==> src/rtl/boid_drawer_if.sv <==
// Bus bundle between the boid drawer and its environment: the sweep control
// handshake, the boid-memory read port and the frame-buffer write port.
interface boid_drawer_if #(
    parameter int NUM_BOIDS = 64
);
    localparam int AW = (NUM_BOIDS > 1) ? $clog2(NUM_BOIDS) : 1;

    logic          start;
    logic          busy;
    logic          done;
    logic [AW-1:0] bm_addr;
    logic          bm_rd_en;
    logic [127:0]  bm_rdata;
    logic [18:0]   fb_addr;
    logic [7:0]    fb_data;
    logic          fb_we;
    logic          fb_ready;

    // The drawer side: issues reads and pixel writes, reports progress.
    modport master (
        input  start,
        output busy,
        output done,
        output bm_addr,
        output bm_rd_en,
        input  bm_rdata,
        output fb_addr,
        output fb_data,
        output fb_we,
        input  fb_ready
    );

    // The environment side: boid memory, frame buffer and sweep trigger.
    modport slave (
        output start,
        input  busy,
        input  done,
        input  bm_addr,
        input  bm_rd_en,
        output bm_rdata,
        input  fb_addr,
        input  fb_data,
        input  fb_we,
        output fb_ready
    );
endinterface

==> src/rtl/boid_drawer.sv <==
// Boid drawer: sweeps every boid record once per frame, erasing the pixel at
// the boid's previous position and drawing the pixel at its current position.
// Positions are signed Q16.16; only the integer part addresses the screen.
module boid_drawer #(
    parameter int         NUM_BOIDS   = 64,
    parameter int         FB_W        = 640,
    parameter int         FB_H        = 480,
    parameter logic [7:0] DRAW_COLOR  = 8'hFF,
    parameter logic [7:0] ERASE_COLOR = 8'h00
) (
    input  logic          clk,
    input  logic          reset,
    boid_drawer_if.master bus
);
    localparam int AW = (NUM_BOIDS > 1) ? $clog2(NUM_BOIDS) : 1;

    typedef enum logic [2:0] {
        IDLE,
        FETCH,
        WAIT,
        LATCH,
        ERASE,
        DRAW,
        NEXT
    } state_t;

    state_t        state_q;
    logic [AW-1:0] boidIdx_q;
    logic          busy_q;
    logic          done_q;
    logic          rdEn_q;
    logic [18:0]   fbAddr_q;
    logic [7:0]    fbData_q;
    logic          fbWe_q;
    logic [15:0]   curX_q;
    logic [15:0]   curY_q;
    logic [15:0]   prevX_q;
    logic [15:0]   prevY_q;
    logic [18:0]   curAddr_q;
    logic          curOn_q;

    logic [18:0]   curAddr_d;
    logic [18:0]   prevAddr_d;
    logic          curOn_d;
    logic          prevOn_d;

    // Row-major pixel address; the 640-wide screen uses y*512 + y*128 + x.
    // Off-screen inputs give a meaningless address that is never written.
    function automatic logic [18:0] pixelAddr(input logic [15:0] px, input logic [15:0] py);
        logic [18:0] xw;
        logic [18:0] yw;
        xw = {3'b000, px};
        yw = {3'b000, py};
        if (FB_W == 640) begin
            return (yw << 9) + (yw << 7) + xw;
        end else begin
            return (yw * 19'(FB_W)) + xw;
        end
    endfunction

    // A coordinate is drawable only if both integer parts are non-negative
    // and strictly inside the frame-buffer dimensions.
    function automatic logic onScreen(input logic [15:0] cx, input logic [15:0] cy);
        return !cx[15] && !cy[15] &&
               ({16'd0, cx} < 32'(FB_W)) && ({16'd0, cy} < 32'(FB_H));
    endfunction

    // Address and visibility of both positions, consumed in LATCH.
    always_comb begin
        curAddr_d  = pixelAddr(curX_q, curY_q);
        prevAddr_d = pixelAddr(prevX_q, prevY_q);
        curOn_d    = onScreen(curX_q, curY_q);
        prevOn_d   = onScreen(prevX_q, prevY_q);
    end

    // Sweep sequencer; every output is a register set on the state transition.
    always_ff @(posedge clk or posedge reset) begin
        if (reset) begin
            state_q   <= IDLE;
            boidIdx_q <= '0;
            busy_q    <= 1'b0;
            done_q    <= 1'b0;
            rdEn_q    <= 1'b0;
            fbAddr_q  <= '0;
            fbData_q  <= '0;
            fbWe_q    <= 1'b0;
            curX_q    <= '0;
            curY_q    <= '0;
            prevX_q   <= '0;
            prevY_q   <= '0;
            curAddr_q <= '0;
            curOn_q   <= 1'b0;
        end else begin
            done_q <= 1'b0;
            case (state_q)
                IDLE: begin
                    if (bus.start) begin
                        state_q   <= FETCH;
                        busy_q    <= 1'b1;
                        boidIdx_q <= '0;
                        rdEn_q    <= 1'b1;
                    end
                end
                FETCH: begin
                    rdEn_q  <= 1'b0;
                    state_q <= WAIT;
                end
                WAIT: begin
                    curX_q  <= bus.bm_rdata[127:112];
                    curY_q  <= bus.bm_rdata[95:80];
                    prevX_q <= bus.bm_rdata[63:48];
                    prevY_q <= bus.bm_rdata[31:16];
                    state_q <= LATCH;
                end
                LATCH: begin
                    curAddr_q <= curAddr_d;
                    curOn_q   <= curOn_d;
                    fbAddr_q  <= prevAddr_d;
                    fbData_q  <= ERASE_COLOR;
                    fbWe_q    <= prevOn_d;
                    state_q   <= ERASE;
                end
                ERASE: begin
                    if (!fbWe_q || bus.fb_ready) begin
                        fbAddr_q <= curAddr_q;
                        fbData_q <= DRAW_COLOR;
                        fbWe_q   <= curOn_q;
                        state_q  <= DRAW;
                    end
                end
                DRAW: begin
                    if (!fbWe_q || bus.fb_ready) begin
                        fbWe_q  <= 1'b0;
                        state_q <= NEXT;
                    end
                end
                NEXT: begin
                    if (boidIdx_q == AW'(NUM_BOIDS - 1)) begin
                        done_q  <= 1'b1;
                        busy_q  <= 1'b0;
                        state_q <= IDLE;
                    end else begin
                        boidIdx_q <= boidIdx_q + 1'b1;
                        rdEn_q    <= 1'b1;
                        state_q   <= FETCH;
                    end
                end
                default: begin
                    state_q <= IDLE;
                end
            endcase
        end
    end

    assign bus.busy     = busy_q;
    assign bus.done     = done_q;
    assign bus.bm_addr  = boidIdx_q;
    assign bus.bm_rd_en = rdEn_q;
    assign bus.fb_addr  = fbAddr_q;
    assign bus.fb_data  = fbData_q;
    assign bus.fb_we    = fbWe_q;
endmodule

==> src/flat_wrapper.sv <==
// flat-port wrapper written by rule: the top's interface ports become plain ports
module boid_drawer_flat 
#(
    parameter int         NUM_BOIDS   = 64,
    parameter int         FB_W        = 640,
    parameter int         FB_H        = 480,
    parameter logic [7:0] DRAW_COLOR  = 8'hFF,
    parameter logic [7:0] ERASE_COLOR = 8'h00
)
  (clk, reset, bus_start, bus_busy, bus_done, bus_bm_addr, bus_bm_rd_en, bus_bm_rdata, bus_fb_addr, bus_fb_data, bus_fb_we, bus_fb_ready);
  boid_drawer_if #(.NUM_BOIDS(NUM_BOIDS)) bus_i ();
  input  logic clk;
  input  logic reset;
  input wire logic [$bits(bus_i.start)-1:0] bus_start;
  output wire logic [$bits(bus_i.busy)-1:0] bus_busy;
  output wire logic [$bits(bus_i.done)-1:0] bus_done;
  output wire logic [$bits(bus_i.bm_addr)-1:0] bus_bm_addr;
  output wire logic [$bits(bus_i.bm_rd_en)-1:0] bus_bm_rd_en;
  input wire logic [$bits(bus_i.bm_rdata)-1:0] bus_bm_rdata;
  output wire logic [$bits(bus_i.fb_addr)-1:0] bus_fb_addr;
  output wire logic [$bits(bus_i.fb_data)-1:0] bus_fb_data;
  output wire logic [$bits(bus_i.fb_we)-1:0] bus_fb_we;
  input wire logic [$bits(bus_i.fb_ready)-1:0] bus_fb_ready;
  assign bus_i.start = bus_start;
  assign bus_busy = bus_i.busy;
  assign bus_done = bus_i.done;
  assign bus_bm_addr = bus_i.bm_addr;
  assign bus_bm_rd_en = bus_i.bm_rd_en;
  assign bus_i.bm_rdata = bus_bm_rdata;
  assign bus_fb_addr = bus_i.fb_addr;
  assign bus_fb_data = bus_i.fb_data;
  assign bus_fb_we = bus_i.fb_we;
  assign bus_i.fb_ready = bus_fb_ready;
  boid_drawer #(.NUM_BOIDS(NUM_BOIDS), .FB_W(FB_W), .FB_H(FB_H), .DRAW_COLOR(DRAW_COLOR), .ERASE_COLOR(ERASE_COLOR)) u_core (.clk(clk), .reset(reset), .bus(bus_i));
endmodule
==> config.mk <==
export PLATFORM = sky130hd
export DESIGN_NAME = boid_drawer_flat
export DESIGN_NICKNAME = d
export VERILOG_FILES = /design/src/rtl/boid_drawer_if.sv /design/src/rtl/boid_drawer.sv /design/src/flat_wrapper.sv
export SDC_FILE = /design/constraint.sdc
export NUM_CORES = 1
export LEC_CHECK = 0
export CAP_MARGIN = 20
export CORE_UTILIZATION = 50
export CTS_BUF_LIST = sky130_fd_sc_hd__clkbuf_4 sky130_fd_sc_hd__clkbuf_8
export DETAILED_ROUTE_END_ITERATION = 7
export PLACE_DENSITY_LB_ADDON = 0.3
export REMOVE_ABC_BUFFERS = 1
export SYNTH_ARGS = -nofsm -noshare
export SYNTH_HDL_FRONTEND = slang
export SYNTH_SLANG_ARGS = --single-unit
==> constraint.sdc <==
create_clock -name clk -period 4.7 [get_ports clk]
set_clock_uncertainty 0.1 [all_clocks]
set_input_delay 0.94 -clock clk [delete_from_list [all_inputs] [get_ports clk]]
set_output_delay 0.94 -clock clk [all_outputs]
set_load 0.02 [all_outputs]
=== Word-level counts from Yosys, hierarchy flattened ===
Index checks and enable logic that the tools add are counted.

* Reduce and logical (&&, ||, !) cells: 23
* Order comparisons: 4
* Add/sub/neg operators: 5
* Muxes and demuxes: 22
* Equal/unequal tests: 12

{| class="wikitable"
|+ Operators by type and width
! cell !! number
|-
| adder 19 x 16 -> 19 bit || 2
|-
| adder 19 bit || 2
|-
| one-hot mux 19 bit (2 select lines) || 1
|-
| < comparator 16 x 10 -> 1 bit (second input constant) || 2
|-
| < comparator 16 x 9 -> 1 bit (second input constant) || 2
|-
| one-hot mux 3 bit (7 select lines) || 1
|-
| two-way mux 19 bit || 1
|-
| one-hot mux 8 bit (2 select lines) || 1
|-
| AND reduction 3 bit || 5
|-
| two-way mux 6 bit || 2
|-
| one-hot mux 6 bit (2 select lines) || 1
|-
| == test 3 bit (second input constant) || 3
|-
| two-way mux 3 bit || 3
|-
| two-way mux 1 bit || 8
|-
| two-way mux 8 bit || 1
|-
| adder 6 x 1 -> 6 bit (second input constant) || 1
|-
| == test 3 x 2 -> 1 bit (second input constant) || 2
|-
| == test 6 bit (second input constant) || 1
|-
| logical AND 1 bit || 6
|-
| != test 2 x 1 -> 1 bit (second input constant) || 3
|-
| one-hot mux 1 bit (3 select lines) || 2
|-
| nonzero test 3 bit || 2
|-
| zero test 1 bit || 5
|-
| != test 2 bit (second input constant) || 2
|-
| 6 further kinds || 7
|}

* Output and inout bits: 37
* Register bits after elaboration: 124
* Logic and storage cells: 80
* Input port bits: 132

=== Depth between registers and ports, before layout ===
Gate-level depths: netlist (run 1).

* Word-level depth: 5
* Mapped depth: 9

=== Least setup slack after synthesis (run 1) ===
OpenSTA, ideal clock, no wires.

* Kind: reg2reg
* Start point: register u_core.curY_q[2]
* End point: register u_core.curAddr_q[18]
* Setup time: 0.134 ns
* Arrival: 2.301 ns
* Setup slack: 2.165 ns
* Stages on the path, launching flop included: 10
* Cell sequence: dfrtp_1 inv_1 fa_1 inv_1 fa_1 a211oi_1 o21bai_1 a211oi_1 xnor2_1 o21ai_0

* Cells in the longest elaborated chain, start to end: 2

{| class="wikitable"
|+ Ends and longest elaborated chain
! what !! RTL line !! source
|-
| from (decl) || boid_drawer.sv:36 || <nowiki>logic [15:0] curY_q;</nowiki>
|-
| from (signal assigned) || boid_drawer.sv:110 || <nowiki>curY_q <= bus.bm_rdata[95:80];</nowiki>
|-
| adder 19 bit || boid_drawer.sv:55 || <nowiki>return (yw << 9) + (yw << 7) + xw;</nowiki>
|-
| adder 19 x 16 -> 19 bit || boid_drawer.sv:55 ||
|-
| to (signal assigned) || boid_drawer.sv:116 || <nowiki>curAddr_q <= curAddr_d;</nowiki>
|-
| to (decl) || boid_drawer.sv:39 || <nowiki>logic [18:0] curAddr_q;</nowiki>
|}

Every way passes these cells.
A chain may end at the register's enable or synchronous reset.

=== Worst setup path in the final report (run 1) ===
Ends and elaborated chain as after synthesis.

==> flow_summary.ini, run 1 <==
[clock_tree]
clock_latency_ps = 440
cts.repair.resized = 0
cts_buffers = 17
cts_hold_buf = 0
clk_pin_slew_ps = 70
root_buffer = clkbuf_8
cts.sinks = 117
postCtsSetupRepairBufs = 0
cts_tree = built
cts_htree_levels = 4
clockBufferDepth = 2

[synth]
synth_area_leader_cell = dfrtp_1
syn_area_mm2 = 0.00609
ys_seq_elements = 117
yosysTopAreaCellShare_pct = 48.1
synth.top_cells.by_count = dfrtp_1 (117), nand2_1 (91), mux2_2 (58)
synthMostInstantiatedCell = dfrtp_1
avgSynthCellArea_um2 = 10.6
ys_async_sr_fraction_pct = 100
synth_cell_types = 46
synthFlopType = dfrtp_1
seq_area_frac_synth_pct = 48.1
synthCells = 574
ys_top_cells_by_area = dfrtp_1 (48%), mux2_2 (11%), ha_1 (6.0%), nand2_1 (5.6%), fa_1 (5.3%)
synth-edff-count = 0
ys_warn_count = 0

[drt]
vias = 4566
finalWirelength_um = 12900
drc = 9
drt-initial-drc-count = 248
ant_nets = 0
via_per_inst = 5.51
wire_per_inst_um = 15.6
dr.pass1.iters = 8

[sta]
setup_violations = 0
slew_violations = 0
hold_slack_ps = 369
setup_tns_ps = 0
tightest_slew_ps = 949
rsz0062_at_grt = no
fin_crit_ps = 2900
finalHoldViolCount = 0
setup_slack_ps = 1800
min_period_over_period_pct = 61.6
fmax_ghz = 0.345
slew_headroom_pct = 36.6

[worst_setup_path]
cp_slowest_cell = fa_1
critPathMaxStageDelay_ps = 520
crit_chain = inv_1, fa_1, inv_1, fa_1, a211oi_1, o21bai_1, a211oi_1, xnor2_1, o21ai_0
worstPathRequired_ps = 4890
crit_start = u_core.curY_q[2]
reg2reg_from = u_core.curY_q[2]
path_class = reg2reg
endpoint_kind = register
cp_max_fo = 3
crit_arrival_ps = 3090
critPathLaunchType = register

[grt]
grt_pass1_wl_um = 22000
grt_max_degree = 66
grt_overflow = 0
gr-usage-all-layers_pct = 22.4
antenna_found_initial = 0
first_global_vias = 4740

[layout]
drive_gt1_share_pct = 15.0
area_delta_synth_final_pct = 25.7
antenna_cells = 0
nets = 851
fin_cells = 829
utilization_pct = 65.6
design_area_mm2 = 0.00765

[min_path]
holdCritStartpoint = u_core.curX_q[5]
min-delay-path-class = reg2reg

[floorplan]
initial_core_util_pct = 52.2
die_x_um = 112
dieHeight_um = 112
num_rows = 39
core_area_mm2 = 0.0117
dieArea_mm2 = 0.0126
ios = 169

[status]
outcome = complete, but fails checks
violations = DRC

[pwr]
power_mw = 6.96
powerDensity_mw_per_mm2 = 909
leakagePower_nw = 3.34
max-vdd-ir-drop_uv = 558

[placed_design]
dp_hpwl_um = 9400
placed_cells = 798
finalWeightedCongestion = 0.853
place_area_mm2 = 0.00722
io_buffer_count = 104
pre_cts_ws_ps = 1850

[flow_run]
maxCapViolations = 0
cells in the final DEF (no fill, tap or decap), drive strengths merged, types with 6 or more instances in the layout:
cell type      synthesis  final
nand2                 91     91
mux2                  58     58
a31oi                 15     15
nor2                  35     35
inv                   18     18
nand3                 15     15
clkdlybuf4s50          0    104
fa                    16     16
xnor2                 11     11
clkbuf                10     22
nand4                  8      8
clkinv                 0      6
dfrtp                117    117
a21o                   8      8
a21oi                 28     28
ha                    29     29
nor3                  11     11
buf                   20      7
xor2                   6      6
o21ai                 31     31
layout make-up:
type                            instances  area [µm²]
Tap cell                              143         179
Inverter                               18        70.1
Fill cell                             944        4010
Clock inverter                          9         124
Sequential cell                       117        2930
Timing Repair Buffer                  111        1090
Clock buffer                           22         303
Multi-Input combinational cell        409        2950
path summary, 6_finish.rpt:
| check | to | slack, ps | cells after the start |
|---|---|---|---|
| worst min-delay path | u_core.curAddr_q[5] | 370 | 2 |
| worst max-delay path | u_core.curAddr_q[18] | 1800 | 9 |
| worst max register to register | u_core.curAddr_q[18] | 1800 | 9 |
| max in group asynchronous | u_core.bus.bm_addr[0] | 2690 | 3 |
| min in group asynchronous | u_core.curX_q[1] | 900 | 2 |
| worst min register to register | u_core.curAddr_q[5] | 370 | 2 |
sequential cells by signal, summed over array words and instances (netlist names), 3 cells and up:
| signal | count |
|---|---|
| u_core.prevY_q | 16 |
| u_core.bus.bm_addr | 6 |
| u_core.bus.fb_addr | 19 |
| u_core.state_q | 3 |
| u_core.prevX_q | 16 |
| u_core.curX_q | 16 |
| u_core.curAddr_q | 19 |
| u_core.curY_q | 16 |
where the power goes:
part	switching, mW	internal [mW]
clock network	0.394	0.588
logic	2.17	1.87
registers	0.422	1.50
critical path: cells and delay by family (launching register included):
kind | cells | cell delay [ps]
adder cells (fa/ha/maj) | 2 | 1000
AO/OA/AOI/OAI | 4 | 940
flip-flops | 1 | 390
buffers and inverters | 2 | 160
XOR/XNOR | 1 | 160
kinds of logic after synthesis:
family / after synthesis / share of synthesized area (%)
simple gates: 186 / 13.7
flops: 117 / 48.1
compound gates: 102 / 10.0
mux: 59 / 10.9
buf+inv: 48 / 3.62
fa+ha+maj: 45 / 11.2
xor+xnor: 17 / 2.45
metal layers:
metal / wire [µm] / GRT usage (%)
met1: 5640 / 28.6
met2: 6230 / 36.8
met3: 728 / 5.40
met4: 294 / 8.89
met5: 0 / 0
No activity file was read; power rests on OpenSTA's default activity.
==> run 2: changes to the inputs <==
--- a/config.mk
+++ b/config.mk
@@ -6,7 +6,7 @@
 export NUM_CORES = 1
 export LEC_CHECK = 0
 export CAP_MARGIN = 20
-export CORE_UTILIZATION = 50
+export CORE_UTILIZATION = 45
 export CTS_BUF_LIST = sky130_fd_sc_hd__clkbuf_4 sky130_fd_sc_hd__clkbuf_8
 export DETAILED_ROUTE_END_ITERATION = 7
 export PLACE_DENSITY_LB_ADDON = 0.3
==> constraint.sdc (replaced) <==
create_clock -name clk -period 2.4 [get_ports clk]
set_clock_uncertainty 0.1 [all_clocks]
set_input_delay 0.48 -clock clk [delete_from_list [all_inputs] [get_ports clk]]
set_output_delay 0.48 -clock clk [all_outputs]
set_load 0.02 [all_outputs]
==> flow_summary.ini, run 2 (synthesis gave the netlist of run 1 again) <==
[worst_setup_path]
crit_arrival_ps = 2690
critPathTopFamily = adder cells
reg2reg_from = u_core.prevY_q[0]
crit_chain = inv_2, fa_1, inv_2, fa_2, a21oi_4, o22ai_2, buf_4, nor2_4, xor2_2, o211ai_1
r2r_slack_ps = -70
critPathLaunchType = register
critPathMaxStageDelay_ps = 560
path_class = reg2reg
cpMostUsedCell = inv_2
reg2reg_depth = 10
worstPathRequired_ps = 2620
rr_endpoint = u_core.bus.fb_addr[14]
endpoint_kind = register
cp_max_fo = 3
cp.depth = 10
cp_slowest_cell = fa_1
worst-path-buf-inv = 3

[grt]
grt_overflow = 0
grt.busiest_layer = met2
gr-usage-all-layers_pct = 21.1
grt_max_degree = 72
grtUsageMet2_pct = 34.6
first_global_vias = 4793
grt_pass1_wl_um = 22900
antenna_found_initial = 0
grtUsageMet3_pct = 6.32
gr-usage-met1_pct = 26.0

[layout]
multiInputGateArea_mm2 = 0.00314
utilization_pct = 62.4
layout_common_cells = dfrtp_1 (115), clkdlybuf4s50_1 (104), nand2_1 (90)
drive_gt1_share_pct = 24.4
final_common_cell = dfrtp_1
antenna_cells = 0
nets = 889
register_area_mm2 = 0.00293
area_delta_synth_final_pct = 35.2
nFillCells = 1085

[sta]
hold_slack_ps = 303
min_period_over_period_pct = 103
fin_crit_ps = 2470
setup_slack_ps = -66.7
slew_headroom_pct = 68.4
fmax_ghz = 0.405
slew_violations = 0
rsz0062_at_grt = yes
tightest_slew_ps = 474
setup_violations = 7
finalHoldViolCount = 0
setup_tns_ps = -231

[clock_tree]
cts.sinks = 117
cts_tree = built
cts_htree_levels = 4
clk_pin_slew_ps = 70
clock_latency_ps = 440
clockBufferDepth = 2
cts_buffers = 17
root_buffer = clkbuf_8

[placed_design]
io_buffer_count = 104
finalWeightedCongestion = 0.817
dp_hpwl_um = 9870
pre_cts_ws_ps = -350

[status]
outcome = complete, but fails checks
violations = setup timing

[drt]
finalWirelength_um = 13800
via_per_inst = 5.25
dr.pass1.iters = 5
drt-initial-drc-count = 266
vias = 4734
ant_nets = 0
wire_per_inst_um = 15.3
drc = 0

[floorplan]
dieArea_mm2 = 0.0140
die_x_um = 118
ios = 169
core_area_mm2 = 0.0132
num_rows = 42
initial_core_util_pct = 46.1
dieHeight_um = 118

[flow_run]
maxCapViolations = 0

[min_path]
min-delay-path-class = in2async
[run 2: changes by cell type in the layout (fill, tap and decap cells not counted), moves of 5 or more]
cell	delta
inv_2	+5
ha_4	+6
ha_1	-6
a21oi_1	-7
inv_1	-5
a21oi_2	+5
buf_4	+33
[run 2: per-stage QoR]
stage | cells | area, µm²
global placement | 867 | 7590
global route | 901 | 8230
finish | 901 | 8230
detailed placement | 867 | 7590
CTS | 901 | 8150
floorplan | 544 | 5930
[run 2: area by class of cell]
class                           instances  area share (%)
Inverter                               18           0.852
Multi-Input combinational cell        409            38.2
Clock inverter                         11            1.89
Tap cell                              176            2.68
Timing Repair Buffer                  149            17.4
Clock buffer                           21            3.36
Sequential cell                       117            35.6
[run 2: worst max path at each step]
stage	startpoint	to	slack, ps
after floorplan	u_core.state_q[0]	u_core.curX_q[0]	-1750
after global placement	u_core.curY_q[0]	u_core.curAddr_q[18]	-270
after detailed placement	u_core.curY_q[0]	u_core.curAddr_q[18]	-350
after CTS	u_core.curX_q[9]	u_core.curAddr_q[18]	-30
after global routing	u_core.curX_q[9]	u_core.curAddr_q[18]	-150
final	u_core.prevY_q[0]	u_core.bus.fb_addr[14]	-70
[run 2: metal layers]
layer,part of all wire [%],up-vias
met5,0,-
met4,1.4,0
met3,5.6,19
met2,50,120
met1,43,2312
li1,-,2283
[run 2: repair_timing]
| item | CTS | global route |
|---|---|---|
| gates resized for setup | 31 | 11 |
| pin swaps | 32 | 7 |
| hold buffers | 0 | 0 |
| setup buffers | 2 | 0 |
| endpoints found under the setup margin | 12 | 13 |
Power of run 2 is not shown: default switching activity piles up to over one toggle a cycle in this logic, so the estimate is an artifact.
==> run 3: changes to the inputs <==
--- a/config.mk
+++ b/config.mk
@@ -6,10 +6,12 @@
 export NUM_CORES = 1
 export LEC_CHECK = 0
 export CAP_MARGIN = 20
+export CORE_ASPECT_RATIO = 0.7
 export CORE_UTILIZATION = 45
 export CTS_BUF_LIST = sky130_fd_sc_hd__clkbuf_4 sky130_fd_sc_hd__clkbuf_8
 export DETAILED_ROUTE_END_ITERATION = 7
 export PLACE_DENSITY_LB_ADDON = 0.3
+export RECOVER_POWER = 100
 export REMOVE_ABC_BUFFERS = 1
 export SYNTH_ARGS = -nofsm -noshare
 export SYNTH_HDL_FRONTEND = slang
==> flow_summary.ini, run 3 (synthesis gave the netlist of run 1 again) <==
[drt]
wire_per_inst_um = 15.3
drc = 0
ant_nets = 0
finalWirelength_um = 14000
vias = 4817
via_per_inst = 5.25
drt-initial-drc-count = 222
dr.pass1.iters = 5

[worst_setup_path]
rr_endpoint = u_core.curAddr_q[18]
endpoint_kind = register
cp_max_fo = 3
r2r_slack_ps = -60
path_class = reg2reg
critPathLaunchType = register
worstPathRequired_ps = 2600
crit_arrival_ps = 2660
reg2reg_from = u_core.curY_q[1]
reg2reg_depth = 8

[clock_tree]
clk_pin_slew_ps = 70
clockBufferDepth = 2
clock_latency_ps = 420
cts.sinks = 117
root_buffer = clkbuf_8
cts_htree_levels = 4
cts_tree = built
cts_buffers = 17

[min_path]
min_path_cells = 2
min-delay-path-class = reg2reg
holdCritStartpoint = u_core.curX_q[4]
holdPathEnd = u_core.curAddr_q[4]

[placed_design]
io_buffer_count = 104
dp_hpwl_um = 10100
finalWeightedCongestion = 0.828

[layout]
layout_common_cells = dfrtp_1 (115), clkdlybuf4s50_1 (93), nand2_1 (89)
final_common_cell = dfrtp_1
multiInputGateArea_mm2 = 0.00327
antenna_cells = 0
nFillCells = 994
nets = 896
drive_gt1_share_pct = 27.7
register_area_mm2 = 0.00293
area_delta_synth_final_pct = 36.8

[sta]
slew_headroom_pct = 14.8
hold_slack_ps = 371
setup_slack_ps = -55.6
finalHoldViolCount = 0
rsz0062_at_grt = yes
fmax_ghz = 0.407
slew_violations = 0
tightest_slew_ps = 1270
fin_crit_ps = 2460
min_period_over_period_pct = 102
setup_violations = 3

[grt]
first_global_vias = 4852
grt_max_degree = 72
grt_pass1_wl_um = 23600
antenna_found_initial = 0
gr-usage-all-layers_pct = 21.7
grt_overflow = 0

[floorplan]
dieHeight_um = 99.3
dieArea_mm2 = 0.0140
num_rows = 35
core_area_mm2 = 0.0132
ios = 169
die_x_um = 141
initial_core_util_pct = 46.2

[status]
violations = setup timing
outcome = complete, but fails checks

[flow_run]
maxCapViolations = 0
==> run 3: changes by cell type in the layout (fill, tap and decap cells not counted), sizes merged <==
cell / before / now
clkbuf: 21 / 28
clkinvlp: 0 / 3
bufinv: 4 / 2
dlygate4sd3: 0 / 11
clkinv: 7 / 6
clkdlybuf4s50: 104 / 93
inv: 18 / 17
buf: 45 / 46
==> run 3: worst max-delay path: stages, from the launching register on <==
cell and delay, ps:
dfrtp_1 390, buf_4 150, fa_2 590, ha_4 210, a211oi_2 260, o21bai_2 130
a211oi_2 260, xnor2_1 150, o21ai_1 90
==> run 3: stage by stage <==
step	setup TNS (ps)	setup slack [ps]	area, µm²	util [%]	std cells
final	-70.7	-55.6	8320	63.2	917
after global routing	-7370	-168	8320	63.2	917
after CTS	-128	-45.1	8280	62.8	917
after detailed placement	-2460	-334	7650	58.0	881
after global placement	-1600	-272	7650	58.0	881
after floorplan	-266760	-1750	5930	-	544
==> run 3: area by class of cell <==
type                            count  share of cell area [%]
Clock buffer                       22                    3.41
Clock inverter                     10                    1.26
Inverter                           18                   0.827
Timing Repair Buffer              156                    17.3
Multi-Input combinational cell    409                    39.3
Tap cell                          185                    2.78
Sequential cell                   117                    35.2
==> run 3: worst max-delay path by stage <==
stage | from | to | slack, ps | depth (start not counted)
2_1_floorplan | u_core.state_q[0] | u_core.curX_q[0] | -1750 | 4
4_1_cts | u_core.curX_q[9] | u_core.curAddr_q[18] | -50 | 9
3_5_place_dp | u_core.curY_q[0] | u_core.curAddr_q[18] | -330 | 9
6_report | u_core.curY_q[1] | u_core.curAddr_q[18] | -60 | 8
3_3_place_gp | u_core.curY_q[0] | u_core.curAddr_q[18] | -270 | 9
5_1_grt | u_core.curX_q[9] | u_core.curAddr_q[18] | -170 | 9
==> run 3: per-layer routing <==
metal	vias up	global-route usage, %	wire, µm
li1	2297	-	-
met1	2358	30.3	6690
met2	149	33.3	6360
met3	13	5.58	756
met4	0	6.61	182
met5	-	0	0
==> run 3: repair_timing <==
| item | CTS | global route |
|---|---|---|
| pin swaps | 35 | 13 |
| setup buffers | 5 | 0 |
| setup endpoints to repair | 13 | 13 |
| gates resized for setup | 46 | 21 |
| hold buffers | 0 | 0 |
Power of run 3 is left out for the same reason.
